===== config.mk =====
export PLATFORM = sky130hd
export DESIGN_NAME = rip_axi_burst_writer
export DESIGN_NICKNAME = d
export VERILOG_FILES = /design/src/rtl/rip_axi_burst_writer.sv
export SDC_FILE = /design/constraint.sdc
export NUM_CORES = 1
export LEC_CHECK = 0
export BUFFER_PORTS_ARGS = -buffer_cell sky130_fd_sc_hd__buf_2
export CAP_MARGIN = 20
export CORE_MARGIN = 1.5
export CORE_UTILIZATION = 45
export CTS_CLUSTER_SIZE = 30
export DETAILED_ROUTE_END_ITERATION = 12
export GPL_TIMING_DRIVEN = 0
export PLACE_DENSITY_LB_ADDON = 0.12
export SYNTH_ARGS = -nofsm -noshare
export SYNTH_HDL_FRONTEND = slang
export SYNTH_SLANG_ARGS = --single-unit
export TNS_END_PERCENT = 20

===== constraint.sdc =====
create_clock -name clk -period 9.5 [get_ports clk]
set_input_delay 0 -clock clk [delete_from_list [all_inputs] [get_ports clk]]
set_output_delay 0 -clock clk [all_outputs]
set_load 0.005 [all_outputs]

===== src/rtl/rip_axi_burst_writer.sv =====
// AXI4 write master: turns one (address, beat count) command plus a
// valid/ready data stream into INCR bursts. Bursts are split at
// MAX_BURST_LEN and at 4 KiB pages, and only one is outstanding at a time.
//
// Handshake rule for every valid/ready pair on this block: a transfer
// happens on a rising clk edge where valid and ready are both high; a
// master holds valid and its payload stable until that edge.
module rip_axi_burst_writer #(
  parameter int ID_WIDTH      = 4,
  parameter int ADDR_WIDTH    = 32,
  parameter int DATA_WIDTH    = 32,
  parameter int MAX_BURST_LEN = 16,
  parameter int CNT_WIDTH     = 16,
  parameter logic [ID_WIDTH-1:0] AXI_ID = '0
) (
  input  logic                    clk,
  input  logic                    sys_rst,
  input  logic                    start,
  input  logic [ADDR_WIDTH-1:0]   start_addr,
  input  logic [CNT_WIDTH-1:0]    num_beats,
  output logic                    busy,
  output logic                    done,
  output logic                    error,
  input  logic [DATA_WIDTH-1:0]   s_data,
  input  logic                    s_valid,
  output logic                    s_ready,
  output logic [ID_WIDTH-1:0]     AWID,
  output logic [ADDR_WIDTH-1:0]   AWADDR,
  output logic [7:0]              AWLEN,
  output logic                    AWVALID,
  output logic [2:0]              AWSIZE,
  output logic [1:0]              AWBURST,
  output logic                    AWLOCK,
  output logic [3:0]              AWCACHE,
  output logic [2:0]              AWPROT,
  output logic [3:0]              AWQOS,
  output logic [3:0]              AWREGION,
  input  logic                    AWREADY,
  output logic [DATA_WIDTH-1:0]   WDATA,
  output logic [DATA_WIDTH/8-1:0] WSTRB,
  output logic                    WLAST,
  output logic                    WVALID,
  input  logic                    WREADY,
  input  logic [ID_WIDTH-1:0]     BID,
  input  logic [1:0]              BRESP,
  input  logic                    BVALID,
  output logic                    BREADY,
  output logic [2:0]              dbg_state
);

  localparam int SIZE = $clog2(DATA_WIDTH / 8);
  // Working width for the burst-length minimum: wide enough for rem and
  // for a page beat count (up to 4096), always at least 14 bits.
  localparam int CW = ((CNT_WIDTH > 13) ? CNT_WIDTH : 13) + 1;
  localparam logic [ADDR_WIDTH-1:0] ALIGN_MASK = ~((ADDR_WIDTH'(1) << SIZE) - ADDR_WIDTH'(1));

  typedef enum logic [2:0] {
    S_IDLE = 3'd0,
    S_CALC = 3'd1,
    S_ADDR = 3'd2,
    S_DATA = 3'd3,
    S_RESP = 3'd4,
    S_FIN  = 3'd5
  } state_e;

  state_e                  state_q, state_d;
  logic [ADDR_WIDTH-1:0]   addr_q, addr_d;
  logic [CNT_WIDTH-1:0]    rem_q, rem_d;
  logic [8:0]              blen_q, blen_d;
  logic [8:0]              beat_q, beat_d;
  logic                    error_q, error_d;
  logic [ADDR_WIDTH-1:0]   awaddr_q, awaddr_d;
  logic [7:0]              awlen_q, awlen_d;

  logic [12:0]   page_bytes;
  logic [CW-1:0] page_beats;
  logic [CW-1:0] rem_ext;
  logic [CW-1:0] blen_calc;
  logic          unused_ok;

  // Length of the next burst: smallest of the burst cap, the beats left and the beats left in the 4 KiB page.
  always_comb begin
    page_bytes = 13'h1000 - {1'b0, addr_q[11:0]};
    page_beats = CW'(page_bytes >> SIZE);
    rem_ext    = CW'(rem_q);
    blen_calc  = CW'(MAX_BURST_LEN);
    if (rem_ext < blen_calc) blen_calc = rem_ext;
    if (page_beats < blen_calc) blen_calc = page_beats;
  end

  // State register and datapath flops; reset abandons any AXI traffic in flight.
  always_ff @(posedge clk) begin
    if (sys_rst) begin
      state_q  <= S_IDLE;
      addr_q   <= '0;
      rem_q    <= '0;
      blen_q   <= '0;
      beat_q   <= '0;
      error_q  <= 1'b0;
      awaddr_q <= '0;
      awlen_q  <= '0;
    end else begin
      state_q  <= state_d;
      addr_q   <= addr_d;
      rem_q    <= rem_d;
      blen_q   <= blen_d;
      beat_q   <= beat_d;
      error_q  <= error_d;
      awaddr_q <= awaddr_d;
      awlen_q  <= awlen_d;
    end
  end

  // Next-state and datapath updates for the command/burst sequencer.
  always_comb begin
    state_d  = state_q;
    addr_d   = addr_q;
    rem_d    = rem_q;
    blen_d   = blen_q;
    beat_d   = beat_q;
    error_d  = error_q;
    awaddr_d = awaddr_q;
    awlen_d  = awlen_q;
    case (state_q)
      S_IDLE: begin
        if (start) begin
          addr_d  = start_addr & ALIGN_MASK;
          rem_d   = num_beats;
          error_d = 1'b0;
          state_d = (num_beats == '0) ? S_FIN : S_CALC;
        end
      end
      S_CALC: begin
        blen_d   = blen_calc[8:0];
        awaddr_d = addr_q;
        awlen_d  = 8'(blen_calc[8:0] - 9'd1);
        state_d  = S_ADDR;
      end
      S_ADDR: begin
        if (AWREADY) begin
          beat_d  = '0;
          state_d = S_DATA;
        end
      end
      S_DATA: begin
        if (s_valid && WREADY) begin
          beat_d = beat_q + 9'd1;
          if (beat_q == blen_q - 9'd1) state_d = S_RESP;
        end
      end
      S_RESP: begin
        if (BVALID) begin
          if (BRESP != 2'b00) error_d = 1'b1;
          addr_d  = addr_q + (ADDR_WIDTH'(blen_q) << SIZE);
          rem_d   = rem_q - CNT_WIDTH'(blen_q);
          state_d = (rem_q == CNT_WIDTH'(blen_q)) ? S_FIN : S_CALC;
        end
      end
      S_FIN:   state_d = S_IDLE;
      default: state_d = S_IDLE;
    endcase
  end

  // Moore outputs from the state, plus the W channel pass-through of the data stream.
  always_comb begin
    busy    = (state_q == S_CALC) || (state_q == S_ADDR) ||
              (state_q == S_DATA) || (state_q == S_RESP);
    done    = (state_q == S_FIN);
    AWVALID = (state_q == S_ADDR);
    BREADY  = (state_q == S_RESP);
    WVALID  = (state_q == S_DATA) && s_valid;
    s_ready = (state_q == S_DATA) && WREADY;
    WLAST   = (state_q == S_DATA) && (beat_q == blen_q - 9'd1);
    WDATA   = s_data;
  end

  assign error     = error_q;
  assign AWADDR    = awaddr_q;
  assign AWLEN     = awlen_q;
  assign AWID      = AXI_ID;
  assign AWSIZE    = 3'(SIZE);
  assign AWBURST   = 2'b01;
  assign AWLOCK    = 1'b0;
  assign AWCACHE   = 4'b0011;
  assign AWPROT    = 3'b000;
  assign AWQOS     = 4'b0000;
  assign AWREGION  = 4'b0000;
  assign WSTRB     = '1;
  assign dbg_state = state_q;

  // BID is deliberately ignored: a single fixed ID with one burst in flight.
  assign unused_ok = ^{BID, blen_calc[CW-1:9]};

endmodule


==> impl_metrics.ini, run 1 <==
[outcome]
status = finished, final reports clean

[die]
die_x_um = 128.7
initial_core_util = 0.4646
die_h_um = 128.7
rows = 45
ios = 205
coreArea_um2 = 15310
dieArea_um2 = 16580

[logic_synthesis]
syn_inst = 935
yosysTopAreaCellShare = 0.2982
synth_top_area_cell = dfxtp_1
synthTopCellsByArea = dfxtp_1 (30%), nand2_1 (7.0%), buf_4 (6.9%), ha_1 (5.8%), a21oi_1 (5.1%)
synth.avg_cell_area_um2 = 7.610
synthArstFlopShare = 0
synth_most_common_cell = nand2_1
synth_edf_count = 0
ys_seq_area_frac = 0.2982
synth_commonest_cells = nand2_1 (132), dfxtp_1 (106), a21oi_1 (73), nor2_1 (72), buf_4 (65)
yosys.cell_types.count = 75
ys_ff_latch = 106
synth_area_um2 = 7116
yosys_warnings = 0
synth_flop_cell = dfxtp_1

[placement]
dp_slack_ps = 4692
place_congestion = 0.9695
portBuffers = 135
hpwl_um = 18600

[power]
switching_share = 0.4114
combPwrFrac = 0.450
p_leak_uw = 0.003781
p_switching_uw = 729.5
power.total_uw = 1773
ir_worst_vdd_v = 0.0001087
p_int_uw = 1044
powerDensity_nw_per_um2 = 201.4
clkPwrFrac = 0.226
sequentialPowerShare = 0.325

[layout]
num-fill-cells = 1533
diodes = 0
syn_to_final_growth_pct = 23.74
finalNetCount = 1275
drive_above_1_share = 0.2066

[clock_tree]
cts_buffers = 9
cts_resized = 0
post-cts-setup-buffers = 0
clock_sinks = 106
htreeDepth = 3
clk_pin_slew_ps = 80
cts_tree = done
insertion_delay_ps = 360
cts.path.max_buffers = 2
ctsRootBufferMaster = clkbuf_16

[global_route]
grt-ovfl-total = 0
grt_antenna_before_repair = 0
grt_max_degree = 19
grt_pass1_wl_um = 37760
grt_use_total = 0.2986
grt_pass1_vias = 6944

[run]
cap_violations = 0

[detailed_routing]
vias = 7717
antenna_left = 0
post_drt_wl_per_cell_um = 18.08
viasPerCell = 5.662
drt_iter0_markers = 747
routed_wl_um = 24640
drc_errors = 0
dr.pass1.iters = 5

[worst_setup_path]
worstReg2RegStart = addr_q[5]
reg2reg_to = AWLEN[4]
startpoint_type = flip-flop
r2r_cells = 19
cp.required_ps = 9730
crit_fanout = 10
worstPathArrival_ps = 5150
crit_start = addr_q[5]
end_kind = flip-flop
endpoint = AWLEN[4]
path_class = reg -> reg
rrSetupSlack_ps = 4580

[timing]
holdWs_ps = 23.06
min_period_over_period = 0.5179
slew_headroom = 0.4094
drv_slew = 0
period_needed_ps = 4920
setup_viol_count_final = 0
tightest_slew_ps = 885.8
fin_ws_ps = 4580
fin_setup_tns_ps = 0
fmax_mhz = 203.3
skew_ps = 8.341
finalHoldViolCount = 0
rsz0062_at_grt = false

[hold_path]
hold_path.class = in -> reg
power by group through the flow:
stage | registers [µW] | clock network [µW] | logic, µW
floorplan | 558 | 0 | 569
global placement | 584 | 0 | 761
detailed placement | 584 | 0 | 769
CTS | 573 | 405 | 783
global route | 582 | 424 | 890
finish | 576 | 400 | 798
layout make-up:
class	count	area [µm²]	area share
Tap cell	211	264.0	0.02998
Buffer	114	685.7	0.07787
Clock buffer	11	242.7	0.02757
Multi-Input combinational cell	721	4330	0.4918
Sequential cell	106	2122	0.2410
Inverter	29	108.9	0.01236
Timing Repair Buffer	166	985.9	0.1120
Clock inverter	5	65.06	0.007390
what timing repair did:
action,CTS,global route
endpoints found under the hold margin,31,0
setup endpoints to repair,0,0
hold buffers,31,0
layout by cell type, fill, tap and decap left out, drive strengths merged, types with 8 or more instances in the layout:
cell	n
buf	210
nand2	132
dfxtp	106
a21oi	74
nor2	72
clkbuf	50
conb	37
nor3	36
o21ai	36
nand3	33
ha	33
inv	33
dlygate4sd3	31
a31oi	22
xnor2	21
xor2	19
a211oi	19
nor4	16
a21o	13
and3	12
nand4	9
and2	9
a311oi	9
or3	8
worst min-delay path by stage:
stage | from | end | slack [ps] | cells after the start
floorplan | s_data[0] | WDATA[0] | 80 | 1
global placement | s_data[29] | WDATA[29] | 170 | 2
detailed placement | s_data[20] | WDATA[20] | 170 | 2
CTS | BRESP[0] | error | 20 | 5
global route | start_addr[13] | addr_q[13] | 50 | 3
finish | start_addr[3] | addr_q[3] | 20 | 3
through the flow:
step,std cells,utilization,cell area [µm²]
global route,1363,0.5749,8805
global placement,1316,0.5346,8187
detailed placement,1316,0.5346,8187
floorplan,970,-,7247
CTS,1363,0.5749,8805
finish,1363,0.5749,8805
layer usage:
| metal | track usage | part of all wire | vias up |
|---|---|---|---|
| met3 | 0.06570 | 0.10 | 49 |
| met2 | 0.4703 | 0.44 | 462 |
| met4 | 0.1064 | 0.031 | 0 |
| met1 | 0.4032 | 0.42 | 3516 |
| met5 | 0 | 0 | - |
| li1 | - | - | 3690 |
registers in the layout, summed over array words and instances (netlist names):
name / flops
error: 1
dbg_state: 3
AWADDR: 30
AWLEN: 8
blen_q: 9
addr_q: 30
rem_q: 16
beat_q: 9
cell families after synthesis:
logic type,share of synthesized area
muxes,0.01020
adders and majority gates,0.06365
AOI/OAI and AO/OA,0.2210
and+or+nand+nor,0.2449
other,0.001055
DFF,0.2982
buffers and inverters,0.1117
xor gates and xnor gates,0.04924
critical path, cell delays in order (launching register included):
cell and delay, ps:
dfxtp_1 320, buf_4 170, or4_4 560, nor4_1 280, nand2_1 110, xor2_1 160
ha_1 330, nand3_1 160, or3_1 430, o21ai_1 310, nor2_1 120, buf_2 220
buf_4 200, a21oi_1 350, ha_1 210, clkbuf_1 250, o21ai_0 150, mux2i_1 200
xor2_1 190, a21oi_1 80
(Power assumes the default switching activity.)
==> run 2, diff against run 1 <==
- clock period: 9.5 -> 4.7 ns (I/O delays scaled with it)
==> run 2 against run 1 <==
  * Global-route usage about the same
  * Total power is 100% higher
  * Via count up 0.17%
  * Clock skew shrank 1.6 ps
  * Count of clock-buffer cells in the layout unchanged
  * Critical path depth down 1
  * Combinational power up 110%
  * Register-to-register slack worse by 4300 ps
  * First-iteration DRC count fell by 12%
  * Highest routed layer unchanged
==> impl_metrics.ini, run 2 (same netlist as run 1, synthesis figures left out) <==
[outcome]
status = finished, final reports clean

[global_route]
grt-ovfl-total = 0
grt_pass1_vias = 6965
grt_use_total = 0.2989
grt_antenna_before_repair = 0
grt_pass1_wl_um = 37830
grt_max_degree = 19

[layout]
final_cell_mix = buf_2 (140), nand2_1 (132), dfxtp_1 (106), nor2_1 (72), a21oi_1 (71)
stdcell_count = 1364
syn_to_final_growth_pct = 24.39
multi_input_area_um2 = 4365
finalNetCount = 1276
num-fill-cells = 1521
drive_above_1_share = 0.2134
regArea_um2 = 2122
diodes = 0
mostFrequentLayoutCell = buf_2

[worst_setup_path]
rrSetupSlack_ps = 270
worstPathArrival_ps = 4650
startpoint_type = flip-flop
end_kind = flip-flop
reg2reg_to = AWLEN[4]
path_class = reg -> reg
cp.required_ps = 4930
crit_fanout = 10
r2r_cells = 18
worstReg2RegStart = addr_q[5]

[clock_tree]
ctsRootBufferMaster = clkbuf_16
htreeDepth = 3
cts.path.max_buffers = 2
cts_buffers = 9
clock_sinks = 106
insertion_delay_ps = 360
cts_tree = done
clk_pin_slew_ps = 80

[timing]
fin_ws_ps = 274.5
min_period_over_period = 0.9416
period_needed_ps = 4426
finalHoldViolCount = 0
setup_viol_count_final = 0
drv_slew = 0
fmax_mhz = 226.0
tightest_slew_ps = 873.1
rsz0062_at_grt = false
fin_setup_tns_ps = 0
skew_ps = 6.787
slew_headroom = 0.4179

[power]
ir_worst_vdd_v = 0.0002207
p_leak_uw = 0.003796
powerDensity_nw_per_um2 = 408.2
power.total_uw = 3613

[placement]
dp.cells = 1316
portBuffers = 135
dp_slack_ps = -107.7
hpwl_um = 18600
place_congestion = 0.9695

[detailed_routing]
routed_wl_um = 24720
drc_errors = 0
dr.pass1.iters = 5
viasPerCell = 5.667
post_drt_wl_per_cell_um = 18.12
antenna_left = 0
drt_iter0_markers = 660
vias = 7730

[hold_path]
holdPathStages = 3
hold_path_end = addr_q[3]
hold_path.class = in -> reg
hp-start = start_addr[3]

[die]
initial_core_util = 0.4646
rows = 45
die_h_um = 128.7
die_x_um = 128.7
dieArea_um2 = 16580
coreArea_um2 = 15310
ios = 205

[run]
cap_violations = 0
-- run 2: power by group --
part           leakage, µW  switching (µW)  internal (µW)
sequential        0.000867             150           1020
combinational      0.00278             964            677
clock             0.000152             370            437
total              0.00380            1480           2130
-- run 2: metal layers --
layer | track usage | up-vias | wire [µm]
met5 | 0 | - | 0
met4 | 0.1124 | 0 | 854
met3 | 0.06445 | 64 | 2354
met2 | 0.4684 | 411 | 11000
met1 | 0.4043 | 3562 | 10510
li1 | - | 3693 | -
-- run 2: layout make-up --
cell class | count | share of cell area
Buffer | 113 | 0.07704
Sequential cell | 106 | 0.2398
Clock inverter | 5 | 0.007351
Tap cell | 211 | 0.02983
Clock buffer | 11 | 0.02742
Timing Repair Buffer | 168 | 0.1131
Multi-Input combinational cell | 721 | 0.4932
Inverter | 29 | 0.01230
-- run 2: what timing repair did --
item | in CTS | in global routing
gates resized for setup | 2 | 5
hold buffers | 31 | 0
gates cloned | 0 | 0
setup endpoints to repair | 2 | 2
hold endpoints to repair | 31 | 0
pin swaps | 0 | 2
setup buffers | 0 | 2
-- run 2: worst max-delay path by stage --
stage                   start        to  slack [ps]  cells after the start
finish              addr_q[5]  AWLEN[4]         270                     18
global route        addr_q[5]  AWLEN[4]          70                     18
CTS                 addr_q[5]  AWLEN[4]          10                     19
detailed placement  addr_q[5]  AWLEN[4]        -110                     19
global placement    addr_q[5]  AWLEN[4]         -40                     19
floorplan           addr_q[4]  AWLEN[6]         650                     19
-- run 2: through the flow --
step | util | cell area [µm²] | hold WS, ps
finish | 0.5779 | 8851 | 21.58
global route | 0.5779 | 8851 | 54.84
CTS | 0.5754 | 8812 | 20.06
detailed placement | 0.5346 | 8187 | 166.1
global placement | 0.5346 | 8187 | 165.9
floorplan | - | 7247 | 80.82
-- run 2: critical path, stage by stage, from the launching register on --
cell and delay, ps:
dfxtp_1 320, buf_4 170, or4_4 560, nor4_2 210, nand2_1 110, xor2_1 160
ha_1 330, nand3_1 160, or3_1 440, o21ai_2 240, nor2_1 100, buf_2 220
buf_4 210, a21oi_2 280, ha_4 230, o21ai_0 90, mux2i_1 190, xor2_1 190
a21oi_1 80
